### config.mk
export PLATFORM = sky130hd
export DESIGN_NAME = seg_mux_n
export DESIGN_NICKNAME = d
export VERILOG_FILES = /design/src/rtl/seg_pkg.sv /design/src/rtl/seg_hex_decode.sv /design/src/rtl/seg_mux_n.sv
export SDC_FILE = /design/constraint.sdc
export NUM_CORES = 1
export LEC_CHECK = 0
export ABC_AREA = 1
export CORE_MARGIN = 3
export CORE_UTILIZATION = 51
export CTS_CLUSTER_DIAMETER = 100
export DETAILED_ROUTE_END_ITERATION = 6
export PLACE_DENSITY = 0.81
export RECOVER_POWER = 100
export SLEW_MARGIN = 20
export SYNTH_ARGS = -nofsm -noshare
export SYNTH_HDL_FRONTEND = slang
export SYNTH_SLANG_ARGS = --single-unit
### constraint.sdc
create_clock -name clk -period 1.89 [get_ports clk]
set_input_delay 0.567 -clock clk [delete_from_list [all_inputs] [get_ports clk]]
set_output_delay 0.567 -clock clk [all_outputs]
set_load 0.05 [all_outputs]
### src/rtl/seg_pkg.sv
// Purpose : shared constants and helpers for the multiplexed 7-segment driver.
// Latency : n/a (package: constants and pure functions only).
// Backpr. : n/a.
// Contents: segment bit indices, 16-entry hex font, font lookup, inactive-level helper.
package seg_pkg;

   // Bit positions inside a segment byte {dp,g,f,e,d,c,b,a}.
   localparam int SEG_A  = 0;
   localparam int SEG_B  = 1;
   localparam int SEG_C  = 2;
   localparam int SEG_D  = 3;
   localparam int SEG_E  = 4;
   localparam int SEG_F  = 5;
   localparam int SEG_G  = 6;
   localparam int SEG_DP = 7;

   // Hex font, gfedcba, index = nibble value.
   localparam logic [6:0] HEX_FONT [16] = '{
      7'h3F, 7'h06, 7'h5B, 7'h4F, 7'h66, 7'h6D, 7'h7D, 7'h07,
      7'h7F, 7'h6F, 7'h77, 7'h7C, 7'h39, 7'h5E, 7'h79, 7'h71
   };

   function automatic logic [6:0] font_lookup(input logic [3:0] nib);
      return HEX_FONT[nib];
   endfunction

   // Idle level of the segment pins for a given polarity.
   function automatic logic [7:0] seg_inactive(input bit act_low);
      return act_low ? 8'hFF : 8'h00;
   endfunction

endpackage

### src/rtl/seg_hex_decode.sv
// Purpose : combinational nibble to 7-segment (gfedcba) font ROM.
// Latency : 0 cycles (pure combinational).
// Backpr. : none; no flow control.
// Ports   : nib_dat (4b nibble in), font_dat (7b gfedcba out).
module seg_hex_decode
   import seg_pkg::*;
(
   input  logic [3:0] nib_dat,
   output logic [6:0] font_dat
);

   assign font_dat = font_lookup(nib_dat);

endmodule

### src/rtl/seg_mux_n.sv
// Purpose : N-digit time-multiplexed 7-segment driver, double-buffered, PWM dimmed.
// Latency : seg/sel registered, 1 cycle after (cnt, dig, active); frame_done 1 cycle after the boundary.
// Backpr. : none; load is always accepted, last write before a frame boundary wins.
// Ports   : clk/rst (sync active-high); load+data/mode/blank fill the pending buffer;
//           brightness live duty; seg[7:0], sel[DIGITS-1:0] pin drive; frame_done pulse.
module seg_mux_n
   import seg_pkg::*;
#(
   parameter int DIGITS      = 4,
   parameter int DIV_W       = 14,
   parameter int BRIGHT_W    = 4,
   parameter int SEG_ACT_LOW = 0,
   parameter int SEL_ACT_LOW = 0
) (
   input  logic                  clk,
   input  logic                  rst,
   input  logic                  load,
   input  logic [DIGITS*8-1:0]   data,
   input  logic                  mode,
   input  logic [DIGITS-1:0]     blank,
   input  logic [BRIGHT_W-1:0]   brightness,
   output logic [7:0]            seg,
   output logic [DIGITS-1:0]     sel,
   output logic                  frame_done
);

   localparam int                DIG_W    = (DIGITS > 1) ? $clog2(DIGITS) : 1;
   localparam logic [DIG_W-1:0]  DIG_LAST = DIG_W'(DIGITS - 1);
   localparam logic [7:0]        SEG_OFF  = seg_inactive(SEG_ACT_LOW != 0);
   localparam logic [DIGITS-1:0] SEL_OFF  = (SEL_ACT_LOW != 0) ? '1 : '0;

   logic [DIV_W-1:0]    cnt_q, cnt_d;
   logic [DIG_W-1:0]    dig_q, dig_d;
   logic [DIGITS*8-1:0] act_dat_q, act_dat_d, pend_dat_q, pend_dat_d;
   logic                act_mode_q, act_mode_d, pend_mode_q, pend_mode_d;
   logic [DIGITS-1:0]   act_blank_q, act_blank_d, pend_blank_q, pend_blank_d;
   logic                pend_v_q, pend_v_d;
   logic [7:0]          seg_q, seg_d;
   logic [DIGITS-1:0]   sel_q, sel_d;
   logic                frame_done_q, frame_done_d;

   logic                tick, fb;
   logic [7:0]          cur_byte;
   logic                cur_blank;
   logic [6:0]          hex_font;
   logic                duty_on, lit;
   logic [7:0]          pattern;

   // Prescaler and digit scan.
   always_comb begin
      tick  = &cnt_q;
      fb    = tick && (dig_q == DIG_LAST);
      cnt_d = cnt_q + 1'b1;
      dig_d = dig_q;
      if (tick) begin
         // Explicit wrap so non-power-of-two digit counts never reach unused codes.
         dig_d = (dig_q == DIG_LAST) ? '0 : dig_q + 1'b1;
      end
   end

   // Double buffer: active only changes on a frame boundary, so a frame
   // always comes from exactly one load.
   always_comb begin
      act_dat_d    = act_dat_q;
      act_mode_d   = act_mode_q;
      act_blank_d  = act_blank_q;
      pend_dat_d   = pend_dat_q;
      pend_mode_d  = pend_mode_q;
      pend_blank_d = pend_blank_q;
      pend_v_d     = pend_v_q;
      if (load && fb) begin
         // Boundary coincides with the load: bypass pending, show next frame.
         act_dat_d   = data;
         act_mode_d  = mode;
         act_blank_d = blank;
         pend_v_d    = 1'b0;
      end else if (load) begin
         pend_dat_d   = data;
         pend_mode_d  = mode;
         pend_blank_d = blank;
         pend_v_d     = 1'b1;
      end else if (fb && pend_v_q) begin
         act_dat_d   = pend_dat_q;
         act_mode_d  = pend_mode_q;
         act_blank_d = pend_blank_q;
         pend_v_d    = 1'b0;
      end
   end

   // Select the byte and blank bit of the digit currently being scanned.
   always_comb begin
      cur_byte  = 8'h00;
      cur_blank = 1'b0;
      for (int i = 0; i < DIGITS; i++) begin
         if (dig_q == DIG_W'(i)) begin
            cur_byte  = act_dat_q[i*8 +: 8];
            cur_blank = act_blank_q[i];
         end
      end
   end

   // Single decoder shared across digits, muxed by dig.
   seg_hex_decode u_hex (
      .nib_dat  (cur_byte[3:0]),
      .font_dat (hex_font)
   );

   // Output stage. seg and sel share the same lit term, so seg is always
   // idle whenever sel is idle.
   always_comb begin
      duty_on      = (cnt_q[DIV_W-1 -: BRIGHT_W] < brightness);
      lit          = duty_on && !cur_blank;
      pattern      = act_mode_q ? {cur_byte[SEG_DP], hex_font} : cur_byte;
      sel_d        = (lit ? (DIGITS'(1) << dig_q) : '0) ^ SEL_OFF;
      seg_d        = (lit ? pattern : 8'h00) ^ SEG_OFF;
      frame_done_d = fb;
   end

   always_ff @(posedge clk) begin
      if (rst) begin
         cnt_q        <= '0;
         dig_q        <= '0;
         act_dat_q    <= '0;
         act_mode_q   <= 1'b0;
         act_blank_q  <= '0;
         pend_dat_q   <= '0;
         pend_mode_q  <= 1'b0;
         pend_blank_q <= '0;
         pend_v_q     <= 1'b0;
         seg_q        <= SEG_OFF;
         sel_q        <= SEL_OFF;
         frame_done_q <= 1'b0;
      end else begin
         cnt_q        <= cnt_d;
         dig_q        <= dig_d;
         act_dat_q    <= act_dat_d;
         act_mode_q   <= act_mode_d;
         act_blank_q  <= act_blank_d;
         pend_dat_q   <= pend_dat_d;
         pend_mode_q  <= pend_mode_d;
         pend_blank_q <= pend_blank_d;
         pend_v_q     <= pend_v_d;
         seg_q        <= seg_d;
         sel_q        <= sel_d;
         frame_done_q <= frame_done_d;
      end
   end

   assign seg        = seg_q;
   assign sel        = sel_q;
   assign frame_done = frame_done_q;

endmodule

; After elaboration in Yosys (flattened, before gate mapping)
; Memories as Yosys holds them, arrays and structs flattened.
; Index checks and enable logic that the tools add are counted.
[classes]
n_addsub = 2
mul = 0
div = 0
order_cmp = 2
n_eq_ne = 4
shifts = 1
muxes = 23
bitwise = 3
n_reduce_logical = 13
[op_table]
columns = op, count
row1 = $mux 32, 3
row2 = $mux 8, 4
row3 = $mux 7, 3
row4 = $add 14x1->14 const B, 1
row5 = $reduce_and 14->1, 1
row6 = $mux 4, 3
row7 = $mux 1, 9
row8 = $ge 5x5->1 const B, 1
row9 = $not 4->5, 1
row10 = $eq 2x2->1 const B, 2
row11 = $logic_and 1x1->1, 4
row12 = $lt 4x4->1, 1
row13 = $reduce_and 2->1, 2
row14 = $reduce_bool 2->1, 2
row15 = $reduce_or 2->1, 2
row16 = $shl 1x2->4 const A, 1
row17 = $add 2x1->2 const B, 1
row18 = $eq 2x1->1 const B, 1
row19 = $logic_not 2->1, 1
row20 = $mux 2, 1
row21 = $ne 2x1->1 const B, 1
row22 = $not 1->1, 2
row23 = $logic_not 1->1, 1
[word_totals]
ff_bits = 104
latch_bits = 0
ramBits = 0
romBits = 112
in_bits = 44
output_inout_bits = 13
wordCells = 61
n_memories = 1
[memory_table]
columns = name, depth, width, read_ports, rd_ports_with_merged_regs, write_ports, line_no
row1 = (no name shown), 16, 7, 1, 0, 0, seg_pkg.sv:24  ; return HEX_FONT[nib];

; Logic depth before layout (Yosys ltp)
; Gate-level depths: netlist of run 1.
[depth]
depth_word = 10
ltp_mapped = 17
depth_no_buf = 15

; Modules after synthesis
; From an unflattened synthesis of run 1, not the netlist that was laid out.
[unflattened]
cells_unflattened = 841
hier_area_um2 = 5539.1
[modules_own_cells]
columns = mod, n_inst, cells_each, area_per_inst_um2, seq_area_each_um2
row1 = seg_mux_n, 1, 787, 5253.8, 2082.0
row2 = seg_hex_decode, 1, 54, 285.3, 0.0

; Least setup slack after synthesis of run 1
; OpenSTA, ideal clock, no wires.
[synth_path]
kind = register to register
from = reg dig_q[1]
to = reg seg_q[1], in the netlist seg[1]
setup_time_ps = 123
t_arrival_ps = 1944
t_required_ps = 1767
setup_slack_ps = -177
path_stages_with_launch = 16
n_path_buf = 2
synth_period_minus_slack_ps = 2067
cell_sequence = dfxtp_1 inv_1 ha_1 buf_4 inv_1 buf_2 nand2_1 nand3_1 nand2_1 nand2_1 inv_1 ha_1 nor2_1 nor2_1 nor2_1 a21oi_1
[synth_between]
elab_chain_cells = 10
elab_cells_between_ends = 21
cone_classes = eq/ne (3) / mux (11) / bitwise (2) / reduce/logical (4) / memory (1)
[synth_rtl]
columns = item, line_no
row1 = from (decl), seg_mux_n.sv:33  ; logic [DIG_W-1:0] dig_q, dig_d;
row2 = from (signal assigned), seg_mux_n.sv:135  ; dig_q <= dig_d;
row3 = $logic_not 2->1, seg_mux_n.sv:95  ; if (dig_q == DIG_W'(i)) begin
row4 = $mux 8 (4 in a row), seg_mux_n.sv:95
row5 = $not 4->5 (not written as such), seg_pkg.sv:24
row6 = $mem_v2 16x7, n/a
row7 = $mux 7 (not written as such) (2 in a row), seg_pkg.sv:24
row8 = $mux 7, seg_mux_n.sv:113  ; pattern = act_mode_q ? {cur_byte[SEG_DP], hex_font} : cur_byte;
row9 = to (signal assigned), seg_mux_n.sv:143  ; seg_q <= seg_d;
row10 = to (decl), seg_mux_n.sv:38  ; logic [7:0] seg_q, seg_d;
; Parallel ways exist; a longest one is shown, timed or not. The select of a mux whose other input is x is not followed.
; A chain may end at the register's enable or synchronous reset.

; Final worst setup path of run 1
[layout_path]
from = reg dig_q[1]
to = reg seg_q[5], in the netlist seg[5]
; The elaborated chain is that of the path after synthesis.

==> flow_summary.json, run 1 <==
{
  "grt_use_total": 0.207,
  "power_frac_comb": 0.091,
  "dp_hpwl_um": 8290,
  "avgViaCountPerCell": 4.98,
  "synthesis.nets": 892,
  "dp_slack_ns": -0.337,
  "hold_buffers": 0,
  "intPower_mw": 3.06,
  "irDropWorstVdd_mv": 0.379,
  "timing.final.ws_setup_ns": 0.0180,
  "grt_antenna_before_repair": 0,
  "final_area_sq_um": 6620,
  "clk_path_buf_depth": 2,
  "dr.pass1.iters": 6,
  "fill_cells": 861,
  "synth_ff_type": "dfxtp_1",
  "gp_congestion": 0.893,
  "required_ns": 2.21,
  "cap_violations": 0,
  "synth_area_leaders": "dfxtp_1, nand2_1, a21oi_1, inv_1, nor2_1",
  "leakagePower_nw": 3.32,
  "boundaryPins": 57,
  "clk_latency_ns": 0.37,
  "critical-path-max-stage-delay_ns": 0.41,
  "power.total_mw": 4.08,
  "seq_area_frac_synth": 0.389,
  "yosys.area.top_type": "dfxtp_1",
  "clockPowerShare": 0.351,
  "skew_ns": 0.00967,
  "synth-edff-count": 0,
  "core_area_sq_um": 10000,
  "powerDensity_nw_per_um2": 617,
  "cp_common_cell": "nand2_1",
  "die_area_sq_um": 11800,
  "ys_ff_latch": 104,
  "post-route-period-util": 0.990,
  "postSynthCellCount": 837,
  "io_buffers": 56,
  "worst_pin_slew_ns": 0.378,
  "ant_nets": 0,
  "grt_max_degree": 60,
  "holdWs_ns": 0.422,
  "fin_setup_tns_ns": 0,
  "cts_made_buffers": 9,
  "cts.sinks": 104,
  "htree_levels": 3,
  "postSynth.asyncResetShare": 0,
  "critPathKind": "flop to flop",
  "rows": 36,
  "hold_viol_final": 0,
  "syn-cell-area_sq_um": 5360,
  "final_cell_mix": "nand2_1, inv_1, nor2_1, a21oi_1, dfxtp_1",
  "multi_input_area_sq_um": 2610,
  "p_switching_mw": 1.03,
  "path_cells": "inv_6 > ha_4 > inv_4 > buf_4 > nand3_1 > nand2_1 > nand2_1 > a21oi_2 > buf_4 > nand2_1 > nand2_1 > nor2_1 > nor2_1",
  "cts_tree": "built",
  "n_antenna_cell": 0,
  "ys_warn_count": 0,
  "dieHeight_um": 108,
  "wl_per_cell_um": 12.6,
  "start_util": 0.536,
  "layout_min_cycle_time_ns": 1.87,
  "synth.distinct_cells": 32,
  "fp.dieW_um": 108,
  "min_path_type": "flop to flop",
  "grt_pass1_vias": 4273,
  "final_common_cell": "nand2_1",
  "overflow": 0,
  "drc": 0,
  "nNetsFinal": 958,
  "status": "complete, no violations",
  "endpoint_kind": "flop",
  "switching_share": 0.251,
  "sequentialPowerShare": 0.558,
  "start_kind": "flop",
  "drive_above_1_share": 0.127,
  "grt_pass1_wl_um": 19600,
  "cts_root_buffer": "clkbuf_8",
  "seq_area_sq_um": 2090,
  "cp_max_fo": 8,
  "area_growth_pct": 23.6,
  "avgSynthCellArea_sq_um": 6.40,
  "drt_iter0_drc": 467,
  "slowest_stage": "dfxtp_4",
  "path_clk_slew_ns": 0.10,
  "fmax_mhz": 534,
  "maxSlewViolCount": 0,
  "finalSetupViolCount": 0,
  "rsz0062_at_grt": "yes",
  "slew_headroom": 0.748,
  "place_area_sq_um": 6140,
  "wl_um": 13100,
  "synth_top_cell_area_share": 0.389,
  "critPathArrivalTime_ns": 2.19,
  "via_count": 5181
}
flip-flops by register name (all words and copies together), names as in the netlist, 2 cells and up:
register / count
dig_q: 2
seg: 8
act_blank_q: 4
act_dat_q: 32
pend_blank_q: 4
pend_dat_q: 32
sel: 4
cnt_q: 14
power groups by stage:
stage | combinational (mW) | clock (mW) | sequential, mW
detailed placement | 0.369 | 0 | 2.33
CTS | 0.371 | 1.45 | 2.28
finish | 0.372 | 1.43 | 2.28
floorplan | 0.216 | 0 | 2.33
global route | 0.427 | 1.52 | 2.29
global placement | 0.361 | 0 | 2.33
routing by layer:
layer / up-vias / wire length, um / track usage / share of wire
li1: 2698 / - / - / -
met1: 2303 / 5840 / 0.292 / 0.45
met2: 164 / 6320 / 0.327 / 0.48
met3: 16 / 735 / 0.0269 / 0.056
met4: 0 / 184 / 0.0676 / 0.014
met5: - / 0 / 0 / 0
metrics by stage:
step	instances	utilization
4_1_cts	1031	0.634
2_1_floorplan	837	-
6_report	1041	0.662
3_3_place_gp	1015	0.614
5_1_grt	1041	0.662
3_5_place_dp	1015	0.614
Yosys cell counts (all sizes together) (2+ instances only):
cell	instances
inv	142
clkbuf	18
a21oi	107
nand2	218
nor3	3
buf	27
dfxtp	104
a211oi	2
nand4	3
o21ai	46
nor2	115
ha	11
o211ai	2
nand3	32
o22ai	2
area by class of cell:
cell class	instances	share of cell area
Clock buffer	9	0.0187
Clock inverter	7	0.0119
Inverter	142	0.0820
Multi-Input combinational cell	546	0.394
Sequential cell	104	0.316
Tap cell	133	0.0251
Timing Repair Buffer	100	0.152
timing repair:
| item | CTS | global route |
|---|---|---|
| gates cloned | 0 | 4 |
| pin swaps | 0 | 10 |
| setup endpoints to repair | 1 | 73 |
| gates resized for setup | 1 | 36 |
| buffers inserted | 0 | 6 |
| endpoints found under the hold margin | 0 | 0 |
final timing paths:
path | slack, ns | cells after the start | end | startpoint
setup / recovery | 0.02 | 13 | seg[5] | dig_q[1]
hold / removal | 0.42 | 1 | cnt_q[0] | cnt_q[0]
setup reg to reg | 0.02 | 13 | seg[5] | dig_q[1]
hold reg to reg | 0.42 | 1 | cnt_q[0] | cnt_q[0]
cell families after synthesis:
group                      share of synthesized area
adders and majority gates                     0.0257
DFF                                            0.389
xor gates and xnor gates                     0.00327
buffers and inverters                          0.148
and+or+nand+nor                                0.281
AOI/OAI and AO/OA                              0.154
worst max-delay path, delay by kind of cell (launching register included):
kind | cells | cell delay [ns]
adder cells (fa/ha/maj) | 1 | 0.18
flip-flops | 1 | 0.41
AND/OR/NAND/NOR | 7 | 0.61
AO/OA/AOI/OAI | 1 | 0.16
buffers and inverters | 4 | 0.44
(Power assumes the default switching activity.)
==> inputs of run 2 (changes only) <==
--- a/config.mk
+++ b/config.mk
@@ -7,11 +7,13 @@
 export LEC_CHECK = 0
 export ABC_AREA = 1
 export CORE_MARGIN = 3
-export CORE_UTILIZATION = 51
+export CORE_UTILIZATION = 54
 export CTS_CLUSTER_DIAMETER = 100
 export DETAILED_ROUTE_END_ITERATION = 6
-export PLACE_DENSITY = 0.81
+export DONT_BUFFER_PORTS = 1
+export PLACE_DENSITY = 0.77
 export RECOVER_POWER = 100
+export REMOVE_ABC_BUFFERS = 1
 export SLEW_MARGIN = 20
 export SYNTH_ARGS = -nofsm -noshare
 export SYNTH_HDL_FRONTEND = slang
==> flow_summary.json, run 2 (synthesis gave the netlist of run 1 again) <==
{
  "worst_pin_slew_ns": 0.528,
  "dr.pass1.iters": 5,
  "final_util": 0.636,
  "critPathArrivalTime_ns": 2.11,
  "via_count": 4854,
  "gp_congestion": 0.871,
  "finalSetupViolCount": 0,
  "layout_min_cycle_time_ns": 1.81,
  "start_util": 0.566,
  "clk_path_buf_depth": 2,
  "htree_levels": 3,
  "start_kind": "flop",
  "endpoint_kind": "flop",
  "wl_um": 12100,
  "post-route-period-util": 0.958,
  "final_area_sq_um": 6020,
  "ant_nets": 0,
  "leakagePower_nw": 3.04,
  "dieHeight_um": 106,
  "overflow": 0,
  "irDropWorstVdd_mv": 0.449,
  "top_regs": "act_dat_q (32), pend_dat_q (32), cnt_q (14)",
  "critPathKind": "flop to flop",
  "rows": 35,
  "grt_pass1_vias": 4381,
  "slew_headroom": 0.647,
  "place_area_sq_um": 5570,
  "maxSlewViolCount": 0,
  "rsz0062_at_grt": "yes",
  "fmax_mhz": 553,
  "grt_pass1_wl_um": 20400,
  "holdWs_ns": 0.252,
  "boundaryPins": 57,
  "status": "complete, no violations",
  "cts_root_buffer": "clkbuf_8",
  "skew_ns": 0.0146,
  "min_path_type": "input pin to flop",
  "grt_max_degree": 85,
  "cap_violations": 0,
  "fp.dieW_um": 106,
  "required_ns": 2.19,
  "dp_hpwl_um": 8580,
  "avgViaCountPerCell": 4.96,
  "final_cell_mix": "nand2_1, inv_1, nor2_1, dfxtp_1, a21oi_1",
  "cts_tree": "built",
  "drive_above_1_share": 0.126,
  "grt_antenna_before_repair": 0,
  "hold_viol_final": 0,
  "drc": 0,
  "core_area_sq_um": 9460,
  "hold_buffers": 0,
  "nNetsFinal": 900,
  "n_antenna_cell": 0,
  "cts_made_buffers": 9,
  "clk_latency_ns": 0.37,
  "io_buffers": 0,
  "path_clk_slew_ns": 0.10,
  "final_common_cell": "nand2_1",
  "drt_iter0_drc": 198,
  "cp_max_fo": 6,
  "die_area_sq_um": 11200,
  "wl_per_cell_um": 12.4,
  "area_growth_pct": 12.3,
  "powerDensity_nw_per_um2": 664,
  "grt_use_total": 0.220,
  "cts.sinks": 104
}
==> run 2: cell types whose count changed in the layout (fill, tap and decap cells not counted), sizes merged <==
cell | before | now
clkinvlp | 3 | 2
clkbuf | 12 | 13
buf | 55 | 39
clkdlybuf4s50 | 42 | 0
==> run 2: repair_timing <==
action	4_1_cts	5_1_grt
gates resized for setup	5	57
setup buffers	0	6
pin swaps	1	14
setup endpoints to repair	7	84
==> run 2: layer usage <==
| layer | GRT usage | share of wire | vias to the layer above | wire length (um) |
|---|---|---|---|---|
| li1 | - | - | 2571 | - |
| met1 | 0.295 | 0.47 | 2167 | 5730 |
| met2 | 0.366 | 0.48 | 101 | 5820 |
| met3 | 0.0355 | 0.031 | 15 | 379 |
| met4 | 0.0666 | 0.015 | 0 | 176 |
| met5 | 0 | 0 | - | 0 |
==> run 2: layout make-up <==
cell class / count / area, sq um
sequential: 104 / 2090
timing repair buffer: 42 / 382
inverter: 142 / 539
multi-input combinational: 546 / 2630
fill: 886 / 3440
tap: 129 / 161
clock inverter: 6 / 75.1
clock buffer: 10 / 138
==> run 2: final timing paths <==
kind	from	to	slack [ns]	cells past startpoint
max	dig_q[0]	seg[5]	0.08	11
min	rst	cnt_q[0]	0.25	1
max reg2reg	dig_q[0]	seg[5]	0.08	11
min reg2reg	cnt_q[0]	cnt_q[0]	0.45	1
==> run 2: critical path, stage by stage (launching register included) <==
cell        delay (ns)
dfxtp_4           0.39
clkinvlp_4        0.14
ha_4              0.21
buf_4             0.15
a21oi_4           0.16
nand2_1           0.10
nand2_2           0.09
buf_6             0.12
nand3_1           0.11
a21oi_2           0.13
nor2_1            0.06
nor2_1            0.09
==> run 2: power by group <==
part	leakage (nW)	switching, mW	internal (mW)
registers	0.850	0.0358	2.25
logic	2.08	0.140	0.0966
clock network	0.105	0.800	0.670
total	3.04	0.976	3.02
==> run 2: metrics by stage <==
step | power, mW | cells | setup WS (ns) | setup TNS, ns
after global placement | 2.56 | 957 | -0.0387 | -0.0594
after floorplan | 2.52 | 792 | -0.678 | -29.95
after global routing | 4.18 | 979 | -0.0293 | -0.251
final | 3.99 | 979 | 0.0803 | 0
after CTS | 4.05 | 973 | 0.0152 | 0
after detailed placement | 2.57 | 957 | -0.130 | -0.731
